[config.mk]
export PLATFORM = sky130hd
export DESIGN_NAME = spi_fir_bridge
export DESIGN_NICKNAME = d
export VERILOG_FILES = /design/src/rtl/spi_fir_bridge.sv
export SDC_FILE = /design/constraint.sdc
export NUM_CORES = 1
export LEC_CHECK = 0
export ABC_AREA = 1
export CAP_MARGIN = 20
export CORE_MARGIN = 1.5
export CORE_UTILIZATION = 25
export CTS_CLUSTER_SIZE = 30
export DETAILED_ROUTE_END_ITERATION = 8
export PLACE_DENSITY = 0.39
export SYNTH_ARGS = -nofsm -noshare
export SYNTH_HDL_FRONTEND = slang
export SYNTH_SLANG_ARGS = --single-unit
[constraint.sdc]
create_clock -name clk -period 1.86 [get_ports clk]
set_input_delay 0.372 -clock clk [delete_from_list [all_inputs] [get_ports clk]]
set_output_delay 0.372 -clock clk [all_outputs]
set_load 0.1 [all_outputs]
[src/rtl/spi_fir_bridge.sv]
// SPI-slave command front end for an FIR core: deserialises framed commands,
// drives the core's coefficient/sample handshake and returns result and status on MISO.
module spi_fir_bridge #(
    parameter int DATA_W    = 12,
    parameter int COEFF_W   = 16,
    parameter int NUM_COEFF = 4
) (
    input  logic               clk,
    input  logic               n_rst,
    input  logic               sck,
    input  logic               mosi,
    input  logic               nss,
    output logic               miso,
    output logic [COEFF_W-1:0] fir_sample,
    output logic [COEFF_W-1:0] fir_coeff,
    output logic               load_coeff,
    output logic               data_ready,
    input  logic               modwait,
    input  logic [COEFF_W-1:0] fir_out,
    input  logic               err,
    output logic               frame_err,
    output logic [1:0]         debug
);
    localparam int F     = COEFF_W + 2;
    localparam int CNT_W = $clog2(F + 1);
    localparam int CC_W  = $clog2(NUM_COEFF + 1);

    typedef enum logic [1:0] {
        S_IDLE      = 2'b00,
        S_ISSUE     = 2'b01,
        S_WAIT_BUSY = 2'b10,
        S_WAIT_DONE = 2'b11
    } state_t;

    state_t             r_state, w_next_state;
    logic [2:0]         r_sck_sh, r_nss_sh;
    logic [1:0]         r_mosi_sh;
    logic               r_rise, r_fall, r_nss_fall, r_nss_rise;
    logic [CNT_W-1:0]   r_bit_cnt;
    logic [F-2:0]       r_rx;
    logic [F-1:0]       r_tx;
    logic               r_pend_valid, r_pend_is_coeff;
    logic [COEFF_W-1:0] r_pend_data;
    logic               r_cur_is_coeff;
    logic [COEFF_W-1:0] r_fir_sample, r_fir_coeff, r_result;
    logic [1:0]         r_wait_cnt;
    logic [CC_W-1:0]    r_coeff_cnt;
    logic               r_err_sticky, r_overrun, r_not_loaded, r_frame_err, r_status_clr;

    logic               w_nss_low, w_frame_done, w_partial, w_cnt_full;
    logic [F-1:0]       w_frame;
    logic [1:0]         w_cmd;
    logic [COEFF_W-1:0] w_payload, w_res_nxt;
    logic               w_data_cmd, w_pend_busy, w_accept, w_overrun_set, w_notload_set, w_ferr_set;
    logic               w_err_nxt, w_ovr_nxt, w_nl_nxt, w_ferr_nxt;
    logic               w_capture, w_issue_start;

    // Pulses are registered one stage past the 2-FF synchronisers (3 clk pin-to-pulse).
    always_ff @(posedge clk) begin
        if (!n_rst) begin
            r_sck_sh   <= '0;
            r_nss_sh   <= '0;
            r_mosi_sh  <= '0;
            r_rise     <= 1'b0;
            r_fall     <= 1'b0;
            r_nss_fall <= 1'b0;
            r_nss_rise <= 1'b0;
        end else begin
            r_sck_sh   <= {r_sck_sh[1:0], sck};
            r_nss_sh   <= {r_nss_sh[1:0], nss};
            r_mosi_sh  <= {r_mosi_sh[0], mosi};
            r_rise     <= r_sck_sh[1] & ~r_sck_sh[2];
            r_fall     <= ~r_sck_sh[1] & r_sck_sh[2];
            r_nss_fall <= ~r_nss_sh[1] & r_nss_sh[2];
            r_nss_rise <= r_nss_sh[1] & ~r_nss_sh[2];
        end
    end

    assign w_nss_low    = ~r_nss_sh[2];
    assign w_frame      = {r_rx, r_mosi_sh[1]};
    assign w_cmd        = w_frame[F-1:F-2];
    assign w_payload    = w_frame[COEFF_W-1:0];
    assign w_frame_done = r_rise & w_nss_low & ~r_nss_fall & (r_bit_cnt == CNT_W'(F - 1));
    assign w_partial    = r_nss_rise & (r_bit_cnt != '0) & (r_bit_cnt != CNT_W'(F));

    always_ff @(posedge clk) begin
        if (!n_rst) begin
            r_bit_cnt <= '0;
            r_rx      <= '0;
        end else if (r_nss_fall) begin
            r_bit_cnt <= '0;
        end else if (r_rise && w_nss_low && r_bit_cnt != CNT_W'(F)) begin
            r_bit_cnt <= r_bit_cnt + CNT_W'(1);
            r_rx      <= {r_rx[F-3:0], r_mosi_sh[1]};
        end
    end

    // The entry being issued this cycle counts as free, so a coincident frame is kept.
    assign w_cnt_full    = (r_coeff_cnt == CC_W'(NUM_COEFF));
    assign w_data_cmd    = w_frame_done & ~w_cmd[1];
    assign w_pend_busy   = r_pend_valid & (r_state != S_ISSUE);
    assign w_accept      = w_data_cmd & ~w_pend_busy & (w_cmd[0] | w_cnt_full);
    assign w_overrun_set = w_data_cmd & w_pend_busy;
    assign w_notload_set = w_data_cmd & ~w_pend_busy & ~w_cmd[0] & ~w_cnt_full;
    assign w_ferr_set    = w_partial | (w_frame_done & (w_cmd == 2'b11));

    always_ff @(posedge clk) begin
        if (!n_rst) begin
            r_pend_valid    <= 1'b0;
            r_pend_is_coeff <= 1'b0;
            r_pend_data     <= '0;
        end else if (w_accept) begin
            r_pend_valid    <= 1'b1;
            r_pend_is_coeff <= w_cmd[0];
            r_pend_data     <= w_payload;
        end else if (r_state == S_ISSUE) begin
            r_pend_valid    <= 1'b0;
        end
    end

    always_ff @(posedge clk) begin
        if (!n_rst) r_state <= S_IDLE;
        else        r_state <= w_next_state;
    end

    always_comb begin
        w_next_state = r_state;
        load_coeff   = 1'b0;
        data_ready   = 1'b0;
        w_capture    = 1'b0;
        case (r_state)
            S_IDLE:      if (r_pend_valid && !modwait) w_next_state = S_ISSUE;
            S_ISSUE: begin
                load_coeff   = r_cur_is_coeff;
                data_ready   = ~r_cur_is_coeff;
                w_next_state = S_WAIT_BUSY;
            end
            S_WAIT_BUSY: if (modwait || r_wait_cnt == 2'd3) w_next_state = S_WAIT_DONE;
            S_WAIT_DONE: begin
                if (!modwait) begin
                    w_capture    = 1'b1;
                    w_next_state = S_IDLE;
                end
            end
            default:     w_next_state = S_IDLE;
        endcase
    end

    assign w_issue_start = (r_state == S_IDLE) && (w_next_state == S_ISSUE);

    always_ff @(posedge clk) begin
        if (!n_rst) begin
            r_cur_is_coeff <= 1'b0;
            r_fir_coeff    <= '0;
            r_fir_sample   <= '0;
            r_wait_cnt     <= '0;
            r_coeff_cnt    <= '0;
            r_result       <= '0;
        end else begin
            if (w_issue_start) begin
                r_cur_is_coeff <= r_pend_is_coeff;
                if (r_pend_is_coeff) r_fir_coeff  <= r_pend_data;
                else                 r_fir_sample <= COEFF_W'(r_pend_data[DATA_W-1:0]);
            end
            if (r_state == S_ISSUE)                       r_wait_cnt <= '0;
            else if (r_state == S_WAIT_BUSY && !modwait)  r_wait_cnt <= r_wait_cnt + 2'd1;
            // A coefficient arriving on a full set starts a fresh load.
            if (r_state == S_ISSUE && r_cur_is_coeff && w_cnt_full)
                r_coeff_cnt <= '0;
            else if (w_capture && r_cur_is_coeff && !w_cnt_full)
                r_coeff_cnt <= r_coeff_cnt + CC_W'(1);
            if (w_capture && !r_cur_is_coeff) r_result <= fir_out;
        end
    end

    assign w_res_nxt  = (w_capture && !r_cur_is_coeff) ? fir_out : r_result;
    assign w_err_nxt  = (r_err_sticky & ~r_status_clr) | (w_capture & ~r_cur_is_coeff & err);
    assign w_ovr_nxt  = (r_overrun & ~r_status_clr) | w_overrun_set;
    assign w_nl_nxt   = (r_not_loaded & ~r_status_clr) | w_notload_set;
    assign w_ferr_nxt = (r_frame_err & ~r_status_clr) | w_ferr_set;

    // Response loads the next-cycle flag/result values so a coincident capture is reported.
    always_ff @(posedge clk) begin
        if (!n_rst) begin
            r_status_clr <= 1'b0;
            r_err_sticky <= 1'b0;
            r_overrun    <= 1'b0;
            r_not_loaded <= 1'b0;
            r_frame_err  <= 1'b0;
            r_tx         <= '0;
        end else begin
            r_status_clr <= w_frame_done & (w_cmd == 2'b10);
            r_err_sticky <= w_err_nxt;
            r_overrun    <= w_ovr_nxt;
            r_not_loaded <= w_nl_nxt;
            r_frame_err  <= w_ferr_nxt;
            if (r_nss_fall)
                r_tx <= {w_err_nxt, w_ovr_nxt | w_nl_nxt, w_res_nxt};
            else if (r_fall && w_nss_low)
                r_tx <= {r_tx[F-2:0], 1'b0};
        end
    end

    assign miso       = r_tx[F-1];
    assign fir_sample = r_fir_sample;
    assign fir_coeff  = r_fir_coeff;
    assign frame_err  = r_frame_err;
    assign debug      = r_state;

endmodule

# Yosys cells after proc, flatten, opt, wreduce, memory -nomap -nowiden

Index checks and enable logic that the tools add are counted.

Flip-flop bits (word level): 127
Input port bits: 23
Word-level logic and storage cells: 121

Add/subtract/negate cells: 3
Eq/ne operators: 11
Mux-type cells: 13
Bitwise operators: 44
Reduce and logical (&&, ||, !) cells: 25

Operators with widths:

| kind                                                                   | number |
|---|---|
| 18-bit two-way mux                                                     | 2 |
| 1-bit bitwise AND                                                      | 24 |
| 16-bit two-way mux                                                     | 1 |
| 1-bit inverter                                                         | 13 |
| 1-bit logical AND                                                      | 11 |
| 2-bit equality test (second input constant)                            | 5 |
| 2-bit one-hot mux with 4 select lines                                  | 1 |
| 1-bit OR                                                               | 7 |
| 1-bit two-way mux                                                      | 6 |
| 2-bit two-way mux                                                      | 3 |
| 2-bit AND reduction                                                    | 3 |
| 2-bit OR reduction                                                     | 3 |
| 5-bit by 1-bit adder with 5-bit output (second input constant)         | 1 |
| 5-bit equality test (second input constant)                            | 1 |
| 5-bit != test (second input constant)                                  | 1 |
| 5-bit nonzero test                                                     | 1 |
| 2-bit by 1-bit equality test with 1-bit output (second input constant) | 2 |
| 2-bit nonzero test                                                     | 2 |
| 3-bit by 1-bit adder with 3-bit output (second input constant)         | 1 |
| 3-bit equality test (second input constant)                            | 1 |
| 1-bit zero test                                                        | 3 |
| 2-bit by 1-bit adder with 2-bit output (second input constant)         | 1 |
| 2-bit zero test                                                        | 1 |
| 2-bit by 1-bit != test with 1-bit output (second input constant)       | 1 |
| 1-bit logical OR                                                       | 1 |

# Longest topological paths before layout

Gate-level depths: netlist of the first run.

Depth after elaboration: 11
Gate-level depth with buffers: 12

# Least setup slack after synthesis of the first run

OpenSTA, ideal clock, no wires.

Kind: reg-to-reg
From: register r_state[0] (netlist: debug[0])
To: register r_coeff_cnt[2]
Setup time: 0.115 ns
Data arrival time: 3.092 ns
Slack: -1.347 ns
Cell stages (with the launch flop): 8
Clock period less this slack: 3.207 ns
Path through: dfxtp_1 > inv_2 > nor2_2 > inv_2 > nor2_1 > a21oi_1 > nand2_1 > o21ba_2

Cells in the longest elaborated chain, start to end: 4
Elaborated cells between the ends (all ways): 8
Those cells by class: eq/ne: 2; mux: 1; reduce/logical: 5

RTL lines:

| item                                                                                  | RTL line | text |
|---|---|---|
| start, declared                                                                       | 35       | `state_t r_state, w_next_state;` |
| start signal, assigned                                                                | 123      | `else r_state <= w_next_state;` |
| 2-bit equality test or 2-bit by 1-bit equality test with 1-bit output (tied branches) | 131, 168 |  |
| 1-bit two-way mux or 1-bit logical AND (tied branches)                                | 131, 168 |  |
| 1-bit logical AND (on tied branches)                                                  | 170, 168 |  |
| 1-bit logical AND or 2-bit OR reduction (tied branches)                               | n/a      |  |
| end signal, assigned                                                                  | 171      | `r_coeff_cnt <= r_coeff_cnt + CC_W'(1);` |
| end, declared                                                                         | 47       | `logic [CC_W-1:0] r_coeff_cnt;` |

Parallel ways exist; a longest one is shown, timed or not.
A chain may end at the register's enable or synchronous reset.

# Worst setup path in the final report of the first run

From: register r_state[0] (netlist: debug[0])
To: output load_coeff

Cells in the longest elaborated chain, start to end: 2

RTL lines:

| item                                           | RTL line | text |
|---|---|---|
| 2-bit by 1-bit equality test with 1-bit output | 131      | `case (r_state)` |
| 1-bit two-way mux                              | 131      |  |
| end, declared                                  | 16       | `output logic load_coeff,` |

No other way between the ends.

==> impl_metrics.yaml, run 1 <==
timing:
  period_share_pct: 95.0
  setup_viol: 0
  rsz0062_at_grt: "no"
  period_needed_ns: 1.77
  hold_viol: 0
  slew_viol_final: 0
  fin_skew_ns: 0.00698
  clock.fmax_mhz: 566
logic_synthesis:
  synth.distinct_cells: 37
  yosys.area_share.simple_pct: 23.2
  synthAdderAreaFrac_pct: 1.77
  synth_mux_area_share_pct: 0
  yosys-top-cells-area: "dfxtp_1 51%, nand2_1 9.5%, a21oi_1 8.4%"
  yosys_warnings: 0
  syn_avg_cell_area_um2: 7.82
  synth-compound-area-share_pct: 15.3
  synth_xor_area_share_pct: 0.177
  ys_seq_area_share_pct: 51.4
  syn_inst: 633
  synth_top_cell_area_share_pct: 51.4
  syn_area_um2: 4950
  synth_top_family_by_area: "simple AND/OR/NAND/NOR gates"
  synth_area_leader_cell: "dfxtp_1"
  ys_ff_latch: 127
finish:
  syn_to_final_growth_pct: 39.0
  layout-drive-gt1-share_pct: 16.7
  num-nets-final: 729
  n_antenna_cell: 0
  fill_cells: 2006
  fin_area_um2: 6880
  post-route-util_pct: 35.4
global_routing:
  grt_pass1_vias: 3925
  overflow: 0
  grt_pass1_wl_mm: 19.3
  grtUsageTotal_pct: 12.0
  grt_max_degree: 55
  grt_antenna_before_repair: 0
floorplanning:
  fp.dieW_um: 144
  num_rows: 51
  die-area_um2: 20700
  ios: 61
  start_util_pct: 25.4
  die_y_um: 144
  coreArea_um2: 19500
route:
  wl_per_cell_um: 11.7
  antenna_left: 0
  drt-initial-drc-count: 167
  post-route-drc-count: 0
  firstDrtPassIters: 7
  vias_per_cell: 4.21
  drt-total-wl_mm: 11.5
  via_count: 4118
flow_run:
  drv_cap: 0
critical_path:
  path_max_fanout: 4
  critPathMaxStageDelay_ns: 0.38
  path_buf_inv: 3
  cp-end-kind: "primary output"
  r2r_cells: 11
  critical-path-slowest-cell: "dfxtp_4"
  cp-start-kind: "register"
  crit_type: "register to primary output"
  path_delay_family: "flip-flops"
  path_cells: "inv_2 > nor2_2 > inv_2 > nor2_4 > buf_12"
  cp_common_cell: "inv_2"
  cp.required_ns: 1.49
  crit_arrival_ns: 1.40
  crit_cells: 5
worst_hold_path:
  hold-path-cell-count: 2
  worstHoldPathType: "register to register"
outcome:
  status: "completed"
placed_design:
  dp_hpwl_mm: 7.98
  place_congestion: 0.743
  port_buffers: 56
  placed_cell_area_um2: 6220
clocking:
  cts_root_buffer: "clkbuf_16"
  htree_levels: 4
  clockBufferDepth: 2
  clkSlewWorstSetupHoldPaths_ns: 0.06
  clk_latency_ns: 0.41
  cts_buffers: 17
  cts_setup_buffers: 0
  cts_tree: "yes"
  cts_sinks: 127
power:
  peakVddDrop_v: 0.000541
  leakagePower_nw: 2.70
  power_density_nw_per_um2: 961
-- cell usage after synthesis (all sizes together) --
| library cell | n |
|---|---|
| or2 | 9 |
| nor3 | 4 |
| inv | 57 |
| nand3 | 47 |
| buf | 19 |
| ha | 7 |
| nand4 | 3 |
| nor3b | 1 |
| o211ai | 2 |
| dfxtp | 127 |
| o22ai | 1 |
| and3 | 1 |
| o21ba | 1 |
| xor2 | 1 |
| o21ai | 57 |
| a211oi | 1 |
| conb | 1 |
| clkbuf | 15 |
| nor2 | 64 |
| a21oi | 83 |
| nand2 | 131 |
| a21o | 1 |
-- worst reg2reg max path, stage by stage (launching register included) --
cell,delay (ns)
dfxtp_1,0.34
inv_1,0.11
ha_1,0.17
nand2_1,0.06
inv_1,0.05
nand2_1,0.07
nor2_4,0.13
nand3_2,0.13
nor2_8,0.12
buf_6,0.18
nand2_1,0.08
a21oi_1,0.13
-- cells in the final DEF (no fill, tap or decap), types with 2 or more instances in the layout --
cell,synthesis,final
a21oi_1,83,83
buf_12,0,36
buf_4,7,19
bufinv_16,0,5
clkbuf_16,0,17
clkdlybuf4s50_1,0,22
clkinv_2,0,4
clkinv_4,0,2
conb_1,1,4
dfxtp_1,127,125
ha_1,7,7
inv_1,49,49
inv_2,8,8
inv_6,0,2
nand2_1,125,125
nand2_2,3,3
nand2_4,3,3
nand3_1,46,46
nand4_1,3,3
nor2_1,58,55
nor2_2,3,3
nor2_4,2,5
nor3_1,4,4
o211ai_1,2,2
o21ai_0,47,47
o21ai_1,7,7
o21ai_2,3,3
or2_1,7,7
-- stage by stage --
stage | setup TNS [ns] | total power, mW | setup slack (ns) | std cells | hold WS (ns)
CTS | 0 | 6.71 | 0.0654 | 977 | 0.411
floorplan | 0 | 2.94 | 0.0130 | 636 | 0.389
finish | 0 | 6.62 | 0.0927 | 977 | 0.411
global placement | -0.0106 | 3.03 | -0.00719 | 945 | 0.395
global route | 0 | 6.86 | 0.00931 | 977 | 0.432
detailed placement | -0.0970 | 3.03 | -0.0233 | 945 | 0.400
-- routing by layer --
layer	global-route usage [%]	vias up	wire, um
li1	-	2177	-
met1	16.2	1875	5990
met2	18.3	62	5090
met3	3.20	4	302
met4	4.19	0	73
met5	0	-	0
-- sequential cells by signal, summed over array words and instances, names as in the netlist, 2 cells and up --
signal and flops:
r_nss_sh 3, fir_coeff 16, r_mosi_sh 2, r_pend_data 16, r_tx 18, debug 2
fir_sample 12, r_rx 17, r_wait_cnt 2, r_bit_cnt 5, r_result 16, r_sck_sh 3
r_coeff_cnt 3
-- cell families after synthesis --
kind of cell,Yosys count
other cells,1
simple gates,260
compound gates,146
xor+xnor,1
fa+ha+maj,7
flops,127
buf+inv,91
-- final cells by class --
cell class	count	area, um^2	area share [%]
flip-flops and latches	127	2550	37.0
multi-input cells	418	2040	29.7
repair buffers	78	1090	15.9
clock buffers	18	439	6.38
well taps	265	332	4.82
inverters	57	214	3.11
clock inverters	14	213	3.09
-- repair_timing --
action / in CTS / in global routing
gates resized for setup: 0 / 3
setup endpoints to repair: 0 / 17
hold buffers: 0 / 0
-- worst paths after layout --
path | start | endpoint | slack [ns]
max | debug[0] | load_coeff | 0.09
min | r_sck_sh[0] | r_sck_sh[1] | 0.41
max reg2reg | r_bit_cnt[1] | r_pend_data[14] | 0.23
min reg2reg | r_sck_sh[0] | r_sck_sh[1] | 0.41
-- power breakdown --
group | internal (mW) | total (mW) | switching, mW
clock | 2.42 | 3.65 | 1.23
combinational | 0.0806 | 0.220 | 0.139
sequential | 2.74 | 2.75 | 0.0113
(Power assumes the default switching activity.)
==> run 2: changes to the inputs <==
CAP_MARGIN = 10   (was 20)
CTS_CLUSTER_DIAMETER = 150   (was default)
==> results of run 2 <==
Same layout as run 1: the final DEF is identical, and so are final timing and power.
==> run 3: changes to the inputs <==
DONT_BUFFER_PORTS = 1   (was default)
PLACE_DENSITY = 0.35   (was 0.39)
==> run 3 against run 2 <==
Against the previous run:
- cell count down 3.0%
- sequential cell count unchanged
- clock skew up 0.0013 ns
- via count down 1.8%
- non-clock buffer count down 29
- utilization down 4.0 points
- final area down 11%
- sequential power about the same
- first-iteration DRC count down 4.2%
==> impl_metrics.yaml, run 3 (synthesis results as in run 1) <==
finish:
  top_regs: "r_tx (18), r_rx (17)"
  fill_cells: 2110
  syn_to_final_growth_pct: 23.3
  fin_area_um2: 6100
  largest-register: "r_tx"
  layout_common_cells: "125 x nand2_1, 125 x dfxtp_1, 83 x a21oi_1"
  num-nets-final: 700
  layout-drive-gt1-share_pct: 16.0
  n_antenna_cell: 0
  largest_reg_flops: 18
outcome:
  status: "completed"
clocking:
  cts_root_buffer: "clkbuf_16"
  clk_latency_ns: 0.41
  cts_sinks: 127
  post_cts_resized: 0
  clkSlewWorstSetupHoldPaths_ns: 0.06
  cts_buffers: 17
  cts_tree: "yes"
  ctsHoldBuffers: 0
  cts_setup_buffers: 0
  htree_levels: 4
  clockBufferDepth: 2
timing:
  rsz0062_at_grt: "no"
  slew_viol_final: 0
  hold_viol: 0
  period_share_pct: 94.8
  slew_headroom_pct: 63.6
  fin_skew_ns: 0.00828
  period_needed_ns: 1.76
  setup_tns_ns: 0
  clock.fmax_mhz: 567
  setup_viol: 0
  tightest_slew_ns: 0.545
placed_design:
  placed_cell_area_um2: 5550
  port_buffers: 0
  dp_hpwl_mm: 8.09
  place_congestion: 0.730
global_routing:
  grt_max_degree: 39
  grt_pass1_wl_mm: 19.5
  overflow: 0
  grtUsageTotal_pct: 12.3
  grt_antenna_before_repair: 0
  grt_pass1_vias: 3778
critical_path:
  startpoint: "debug[0]"
  worstReg2RegStart: "r_coeff_cnt[0]"
  r2r_end: "r_pend_data[4]"
  path_max_fanout: 4
  cp.required_ns: 1.49
  cp-start-kind: "register"
  endpoint: "load_coeff"
  reg2reg_slack_ns: 0.19
  crit_type: "register to primary output"
  crit_arrival_ns: 1.39
  cp-end-kind: "primary output"
  r2r_cells: 9
floorplanning:
  die-area_um2: 20700
  die_y_um: 144
  fp.dieW_um: 144
  num_rows: 51
  coreArea_um2: 19500
  start_util_pct: 25.4
  ios: 61
route:
  antenna_left: 0
  via_count: 4045
  drt-initial-drc-count: 160
  drt-total-wl_mm: 11.9
  vias_per_cell: 4.27
  wl_per_cell_um: 12.6
  post-route-drc-count: 0
  firstDrtPassIters: 4
power:
  clkPwrFrac_pct: 51.9
  power.share.switching_pct: 23.0
  leakagePower_nw: 2.44
  power.internal_mw: 4.65
  peakVddDrop_v: 0.000643
  power_density_nw_per_um2: 989
  switchingPower_mw: 1.39
  combPwrFrac_pct: 2.5
  seqPwrFrac_pct: 45.6
flow_run:
  drv_cap: 0
worst_hold_path:
  worstHoldPathType: "input pin to register"
run 3: changes by cell type in the layout (fill, tap and decap cells not counted), moves of 4 or more:
cell / change
clkdlybuf4s50_1: -22
buf_12: -32
buf_4: +26
bufinv_16: -4
run 3: layout make-up:
type	count	area (um^2)	share of cell area, %
Clock inverter	12	113	1.84
Sequential cell	127	2550	41.7
Multi-Input combinational cell	418	2030	33.3
Clock buffer	20	447	7.32
Timing Repair Buffer	49	418	6.85
Inverter	57	214	3.50
Tap cell	265	332	5.43
run 3: metrics by stage:
step | hold WS, ns | setup WS, ns | power (mW) | utilization (%) | std cells
after detailed placement | 0.400 | 0.168 | 2.96 | 28.5 | 916
after global placement | 0.397 | 0.202 | 2.96 | 28.5 | 916
after CTS | 0.0308 | 0.0633 | 6.15 | 31.4 | 948
after floorplan | 0.389 | 0.0130 | 2.94 | - | 636
after global routing | 0.0326 | 0.00869 | 6.27 | 31.4 | 948
final | 0.0551 | 0.0959 | 6.04 | 31.4 | 948
run 3: per-layer routing:
metal	part of all wire [%]	track usage, %	up-vias
met1	53	16.8	1834
met3	3.5	3.50	12
li1	-	-	2132
met4	1.4	5.26	0
met2	42	18.0	67
met5	0	0	-
run 3: power groups by stage:
stage | logic [mW] | clock network [mW] | registers [mW]
after floorplan | 0.126 | 0 | 2.81
after global placement | 0.153 | 0 | 2.81
after detailed placement | 0.153 | 0 | 2.81
after CTS | 0.153 | 3.24 | 2.75
after global routing | 0.169 | 3.35 | 2.75
final | 0.151 | 3.14 | 2.75
run 3: how the worst min path moves through the flow:
stage                      from           end  slack [ns]  depth (start not counted)
detailed placement  r_sck_sh[0]   r_sck_sh[1]        0.40                          2
global route              n_rst  r_mosi_sh[0]        0.03                          2
finish                    n_rst  r_mosi_sh[0]        0.06                          2
global placement    r_sck_sh[2]        r_rise        0.40                          1
CTS                       n_rst   r_sck_sh[1]        0.03                          2
floorplan           r_sck_sh[1]        r_fall        0.39                          1
run 3: critical path, stage by stage (launching register included):
cell	delay, ns
dfxtp_4	0.37
inv_2	0.05
nor2_2	0.13
inv_2	0.10
nor2_4	0.15
buf_12	0.18
==> edit 1 (flow settings as in run 3) <==
Reset style: asynchronous (`n_rst`), changed in 6 clocked blocks.
--- a/src/rtl/spi_fir_bridge.sv
+++ b/src/rtl/spi_fir_bridge.sv
@@ -58,3 +58,3 @@
     // Pulses are registered one stage past the 2-FF synchronisers (3 clk pin-to-pulse).
-    always_ff @(posedge clk) begin
+    always_ff @(posedge clk or negedge n_rst) begin
         if (!n_rst) begin
@@ -85,3 +85,3 @@
 
-    always_ff @(posedge clk) begin
+    always_ff @(posedge clk or negedge n_rst) begin
         if (!n_rst) begin
@@ -106,3 +106,3 @@
 
-    always_ff @(posedge clk) begin
+    always_ff @(posedge clk or negedge n_rst) begin
         if (!n_rst) begin
@@ -120,3 +120,3 @@
 
-    always_ff @(posedge clk) begin
+    always_ff @(posedge clk or negedge n_rst) begin
         if (!n_rst) r_state <= S_IDLE;
@@ -150,3 +150,3 @@
 
-    always_ff @(posedge clk) begin
+    always_ff @(posedge clk or negedge n_rst) begin
         if (!n_rst) begin
@@ -182,3 +182,3 @@
     // Response loads the next-cycle flag/result values so a coincident capture is reported.
-    always_ff @(posedge clk) begin
+    always_ff @(posedge clk or negedge n_rst) begin
         if (!n_rst) begin
Behaviour: differs if n_rst is asserted again (counterexample within 10 cycles, from zero or initial values and one cycle with n_rst low); with n_rst held inactive, the same outputs for 10 cycles.
==> edit 1 against run 3 <==
The flow now finishes with violations (hold timing); final area up 3.5%; sequential cell count unchanged; synthesized area up 4.0%; register-to-register slack worse by 60 ps; routed wire length down 3.7%; setup slack worse by 20 ps; final cell count down 12%.
Power is not compared: it rests on default switching activity, and its combinational part moved more than twofold at a synthesized area within 25%.
==> edit 1: results (changes against run 3) <==
stage	metric	value	unit	change
global_routing	pin count of the biggest net entering global routing	128		was 39
synthesis	top cells by count, synth	nand2_1 (158), dfrtp_1 (127), nand3_1 (48)		was dfxtp_1 (127), nand2_1 (125), a21oi_1 (83)
synthesis	adder-cell area share of the yosys netlist	1.70	%	was 1.77%
worst_setup_path	RR Endpoint	r_pend_data[4]		unchanged
placed_design	Post-DP Area	5600	µm²	was 5550 µm²
layout	Top Registers	r_tx x18, r_rx x17		unchanged
timing	Fin. Hold Viols	127		was 0
global_routing	vias in the first global route	3622		was 3778
synthesis	post-synthesis cell type count	28		was 37
placed_design	DP Worst Slack	101	ps	was 168 ps
worst_setup_path	Worst path slowest cell	dfrtp_4		was dfxtp_4
synthesis	Yosys warning total	0		unchanged
clock_tree	CTS Buf Count	17		unchanged
detailed_routing	Initial DRC Count	195		was 160
clock_tree	CTS root buf	clkbuf_16		unchanged
global_routing	gr usage total	11.3	%	was 12.3%
synthesis	Area contributors post-synth	dfrtp_1 (62%), nand2_1 (12%), mux2_2 (6.1%)		was dfxtp_1 (51%), nand2_1 (9.5%), a21oi_1 (8.4%)
worst_setup_path	CP delay by family, top	flip-flops		unchanged
synthesis	sequential area share after synthesis	61.7	%	was 51.4%
outcome	failing checks	hold timing		
clock_tree	CTS max path bufs	2		unchanged
timing	clock skew	9.24	ps	was 8.28 ps
outcome	status	finished, violations left		was completed
placed_design	port buffer count	0		unchanged
worst_setup_path	reg2reg path depth	13		was 9
detailed_routing	Total Routed Length	11500	µm	was 11900 µm
worst_setup_path	Critical Path Fanout Max	5		was 4
layout	share of post-route cells with drive strength above 1	19.7	%	was 16.0%
synthesis	Post-synth EDFFs	0		unchanged
global_routing	initial antenna violation count	0		unchanged
synthesis	XOR/XNOR share of the synthesized area	0.170	%	was 0.177%
synthesis	compound-gate portion of the synthesized area	4.84	%	was 15.3%
synthesis	Post-synth ARST share	100	%	was 0%
worst_setup_path	biggest cell delay along the critical path	510	ps	was 370 ps
clock_tree	Worst-path clk slew	60	ps	about the same
clock_tree	CTS H-tree depth	4		unchanged
power	Leakage	3.15	nW	
detailed_routing	drc violations	0		unchanged
placed_design	final weighted congestion in routability-driven placement	0.741		was 0.730
timing	worst hold slack	-335	ps	was 55.1 ps
power	peak supply drop	0.000631	V	
clock_tree	Clk Latency, worst-skew pair	410	ps	about the same
placed_design	DP HPWL	7230	µm	was 8090 µm
synthesis	Main synth FF type	dfrtp_1		was dfxtp_1
global_routing	first-pass GRT wire length	19100	µm	was 19500 µm
worst_setup_path	reg2reg start	r_bit_cnt[1]		was r_coeff_cnt[0]
worst_setup_path	R2R setup slack	130	ps	was 190 ps
layout	# diodes	0		unchanged
detailed_routing	vias	3545		was 4045
detailed_routing	drt pass-1 iters	6		was 4
synthesis	post-synthesis mux area share	6.12	%	was 0%
timing	Slew headroom	37.8	%	was 63.6%
min_path	hold crit path type	input port to asynchronous set/reset pin		was input port to register
layout	filler instances	2075		was 2110
layout	Final #Nets	580		was 700
clock_tree	post-cts hold buffer count	3		was 0
## edit 1: changes by cell type after synthesis, moves of 10 or more
| cell | run 3 | this run |
|---|---|---|
| dfrtp_1 | 0 | 127 |
| a21oi_1 | 83 | 11 |
| dfxtp_1 | 127 | 0 |
| o21ai_0 | 47 | 37 |
| mux2_2 | 0 | 28 |
| nor2_1 | 58 | 31 |
| inv_1 | 49 | 27 |
| nand2_1 | 125 | 158 |
## edit 1: power by group
part | total (mW) | switching, mW | internal [mW]
Combinational | 0.924 | 0.651 | 0.273
Sequential | 3.10 | 0.138 | 2.96
Clock | 3.25 | 1.24 | 2.01
Total | 7.27 | 2.03 | 5.24
## edit 1: worst max-delay path by stage
stage	start	to	slack, ps
2_1_floorplan	debug[0]	r_coeff_cnt[1]	0.3
3_5_place_dp	debug[1]	fir_sample[4]	100
5_1_grt	debug[1]	data_ready	-5
4_1_cts	debug[1]	load_coeff	30
3_3_place_gp	debug[1]	fir_sample[9]	130
6_report	debug[1]	data_ready	80
## edit 1: area by class of cell
type	instances	area (µm²)	area share, %
Multi-Input combinational cell	341	1790	28.3
Sequential cell	127	3190	50.4
Timing Repair Buffer	30	303	4.79
Tap cell	270	338	5.35
Clock buffer	19	443	7.01
Clock inverter	13	138	2.18
Inverter	33	126	2.00
## edit 1: per-stage QoR
| step | power, mW | std cells | setup TNS, ps | hold WS (ps) |
|---|---|---|---|---|
| detailed placement | 4.02 | 789 | 0 | 83.2 |
| global route | 7.63 | 833 | -5.35 | -368 |
| finish | 7.27 | 833 | 0 | -335 |
| CTS | 7.36 | 825 | 0 | -362 |
| global placement | 3.99 | 789 | 0 | 82.7 |
| floorplan | 3.80 | 521 | 0 | 76.4 |
## edit 1: kinds of logic (layout without fill, tap and decap cells)
| family | Yosys count | in the layout |
|---|---|---|
| other | 1 | 4 |
| buffers and inverters | 55 | 95 |
| AOI/OAI and AO/OA | 49 | 49 |
| adders and majority gates | 7 | 7 |
| and+or+nand+nor | 250 | 252 |
| xor gates and xnor gates | 1 | 1 |
| DFF | 127 | 127 |
| muxes | 28 | 28 |
## edit 1: repair_timing
action | CTS | global route
gates cloned | 0 | 2
pin swaps | 1 | 5
buffers inserted | 1 | 6
endpoints found under the hold margin | 130 | 127
gates resized for setup | 1 | 8
setup endpoints to repair | 1 | 21
## edit 1: per-layer routing
layer,track usage [%],wire length [µm]
met2,16.5,4940
met3,3.84,516
met1,15.6,5920
met5,0,0
met4,4.09,110
## edit 1: worst reg2reg max path, stage by stage, from the launching register on
cell     delay [ps]
dfrtp_1         380
inv_2            80
ha_1            140
nand2_1          50
inv_1            60
nand2_2          60
nor2_4          130
inv_2            60
nor3_4          210
buf_12          140
buf_6           110
nand2_8          80
nand2_1          70
nand2_1          50
==> edit 2 (flow settings as in run 3) <==
Made on the original files. The parameter `NUM_COEFF` goes from 4 to 8.
--- a/src/rtl/spi_fir_bridge.sv
+++ b/src/rtl/spi_fir_bridge.sv
@@ -5,3 +5,3 @@
     parameter int COEFF_W   = 16,
-    parameter int NUM_COEFF = 4
+    parameter int NUM_COEFF = 8
 ) (
Check against the original RTL: no difference found for any inputs over 10 cycles, from zero or initial values and one cycle with n_rst low; that may be too few to reach the edited logic, so the function may still have changed.
==> edit 2 against run 3 <==
Setup slack gained 5.1 ps; routed wire length grew 1.9%; highest routed layer unchanged; final cell count grew 0.42%; sequential cell count grew 1; critical path type unchanged; worst hold slack lost 3.3 ps; synthesized area grew 0.51%; final area grew 1.6%; utilization grew 0.49 points; total power grew 5.0%; largest cell class unchanged.
==> edit 2: results (changes against run 3) <==
stage	metric	value	unit	change
min_path	Hold Path Stages	2		unchanged
timing	f_max	569	MHz	was 567 MHz
global_routing	pin count of the biggest net entering global routing	66		was 39
worst_setup_path	reg2reg start	r_bit_cnt[0]		was r_coeff_cnt[0]
layout	Final #Nets	704		was 700
synthesis	post-synthesis cell type count	34		was 37
detailed_routing	vias	4093		was 4045
worst_setup_path	CP delay by family, top	buffers and inverters		was flip-flops
power	peak supply drop	0.000602	V	was 0.000643 V
outcome	status	completed		unchanged
synthesis	sequential area share after synthesis	51.5	%	was 51.4%
placed_design	final weighted congestion in routability-driven placement	0.724		was 0.730
clock_tree	Worst-path clk slew	60	ps	about the same
detailed_routing	wire per inst	12.8	µm	was 12.6 µm
global_routing	gr usage total	12.6	%	was 12.3%
layout	share of post-route cells with drive strength above 1	17.5	%	was 16.0%
placed_design	port buffer count	0		unchanged
clock_tree	CTS max path bufs	2		unchanged
detailed_routing	Initial DRC Count	213		was 160
clock_tree	CTS Buf Count	17		unchanged
global_routing	first-pass GRT wire length	20200	µm	was 19500 µm
placed_design	DP Worst Slack	88.9	ps	was 168 ps
timing	clock skew	8.40	ps	was 8.28 ps
synthesis	Yosys warning total	0		unchanged
worst_setup_path	Worst path slowest cell	dfxtp_1		was dfxtp_4
min_path	hold crit path type	input port to register		unchanged
power	Leakage	2.54	nW	was 2.44 nW
worst_setup_path	critical path startpoint	r_cur_is_coeff		was debug[0]
global_routing	vias in the first global route	4002		was 3778
worst_setup_path	Critical Path Fanout Max	8		was 4
synthesis	top cells by count, synth	dfxtp_1 (128), nand2_1 (106), nor2_1 (78)		was dfxtp_1 (127), nand2_1 (125), a21oi_1 (83)
synthesis	Area contributors post-synth	dfxtp_1 (52%), nand2_1 (8.0%), a21oi_1 (6.8%)		was dfxtp_1 (51%), nand2_1 (9.5%), a21oi_1 (8.4%)
layout	filler instances	2121		was 2110
min_path	min-delay src	sck		was n_rst
timing	Slew @ Worst Pin	571	ps	was 545 ps
detailed_routing	drt pass-1 iters	6		was 4
placed_design	DP HPWL	8110	µm	was 8090 µm
clock_tree	CTS H-tree depth	4		unchanged
edit 2: kinds of logic after synthesis:
family	after synthesis	share of synthesized area [%]
flops	128	51.5
buf+inv	90	7.97
fa+ha+maj	7	1.76
xor+xnor	1	0.176
simple gates	266	23.5
other cells	1	0.0754
compound gates	144	15.0
edit 2: routing by layer:
layer	up-vias	share of wire (%)	track usage, %
met2	68	43	18.6
met4	0	1.5	5.53
met5	-	0	0
met3	16	4.1	3.61
met1	1863	51	17.1
li1	2146	-	-
edit 2: report_power, final:
group          switching [mW]  internal (mW)  total, mW
Clock                    1.30           2.12       3.42
Combinational           0.115         0.0330      0.148
Sequential             0.0104           2.76       2.77
Total                    1.43           4.92       6.34
edit 2: final cells by class:
| class | instances | area, µm² | area share [%] |
|---|---|---|---|
| flip-flops and latches | 128 | 2570 | 41.4 |
| well taps | 265 | 332 | 5.35 |
| clock inverters | 15 | 183 | 2.95 |
| inverters | 54 | 210 | 3.39 |
| multi-input cells | 422 | 2060 | 33.2 |
| clock buffers | 17 | 425 | 6.86 |
| repair buffers | 51 | 424 | 6.84 |
edit 2: stage by stage:
step	area, µm²	instances	util, %
3_3_place_gp	5560	919	28.6
6_report	6200	952	31.9
5_1_grt	6200	952	31.9
3_5_place_dp	5560	919	28.6
4_1_cts	6170	951	31.7
2_1_floorplan	5010	640	-
edit 2: final timing paths:
path                  to  slack, ps
max           load_coeff        100
min reg2reg  r_nss_sh[1]        410
max reg2reg     r_rx[13]        170
min          r_sck_sh[0]         50
edit 2: what timing repair did:
item | 4_1_cts | 5_1_grt
endpoints found under the setup margin | 2 | 23
hold buffers | 0 | 0
gates cloned | 0 | 0
hold endpoints to repair | 0 | 0
buffers inserted | 0 | 1
gates resized for setup | 2 | 4
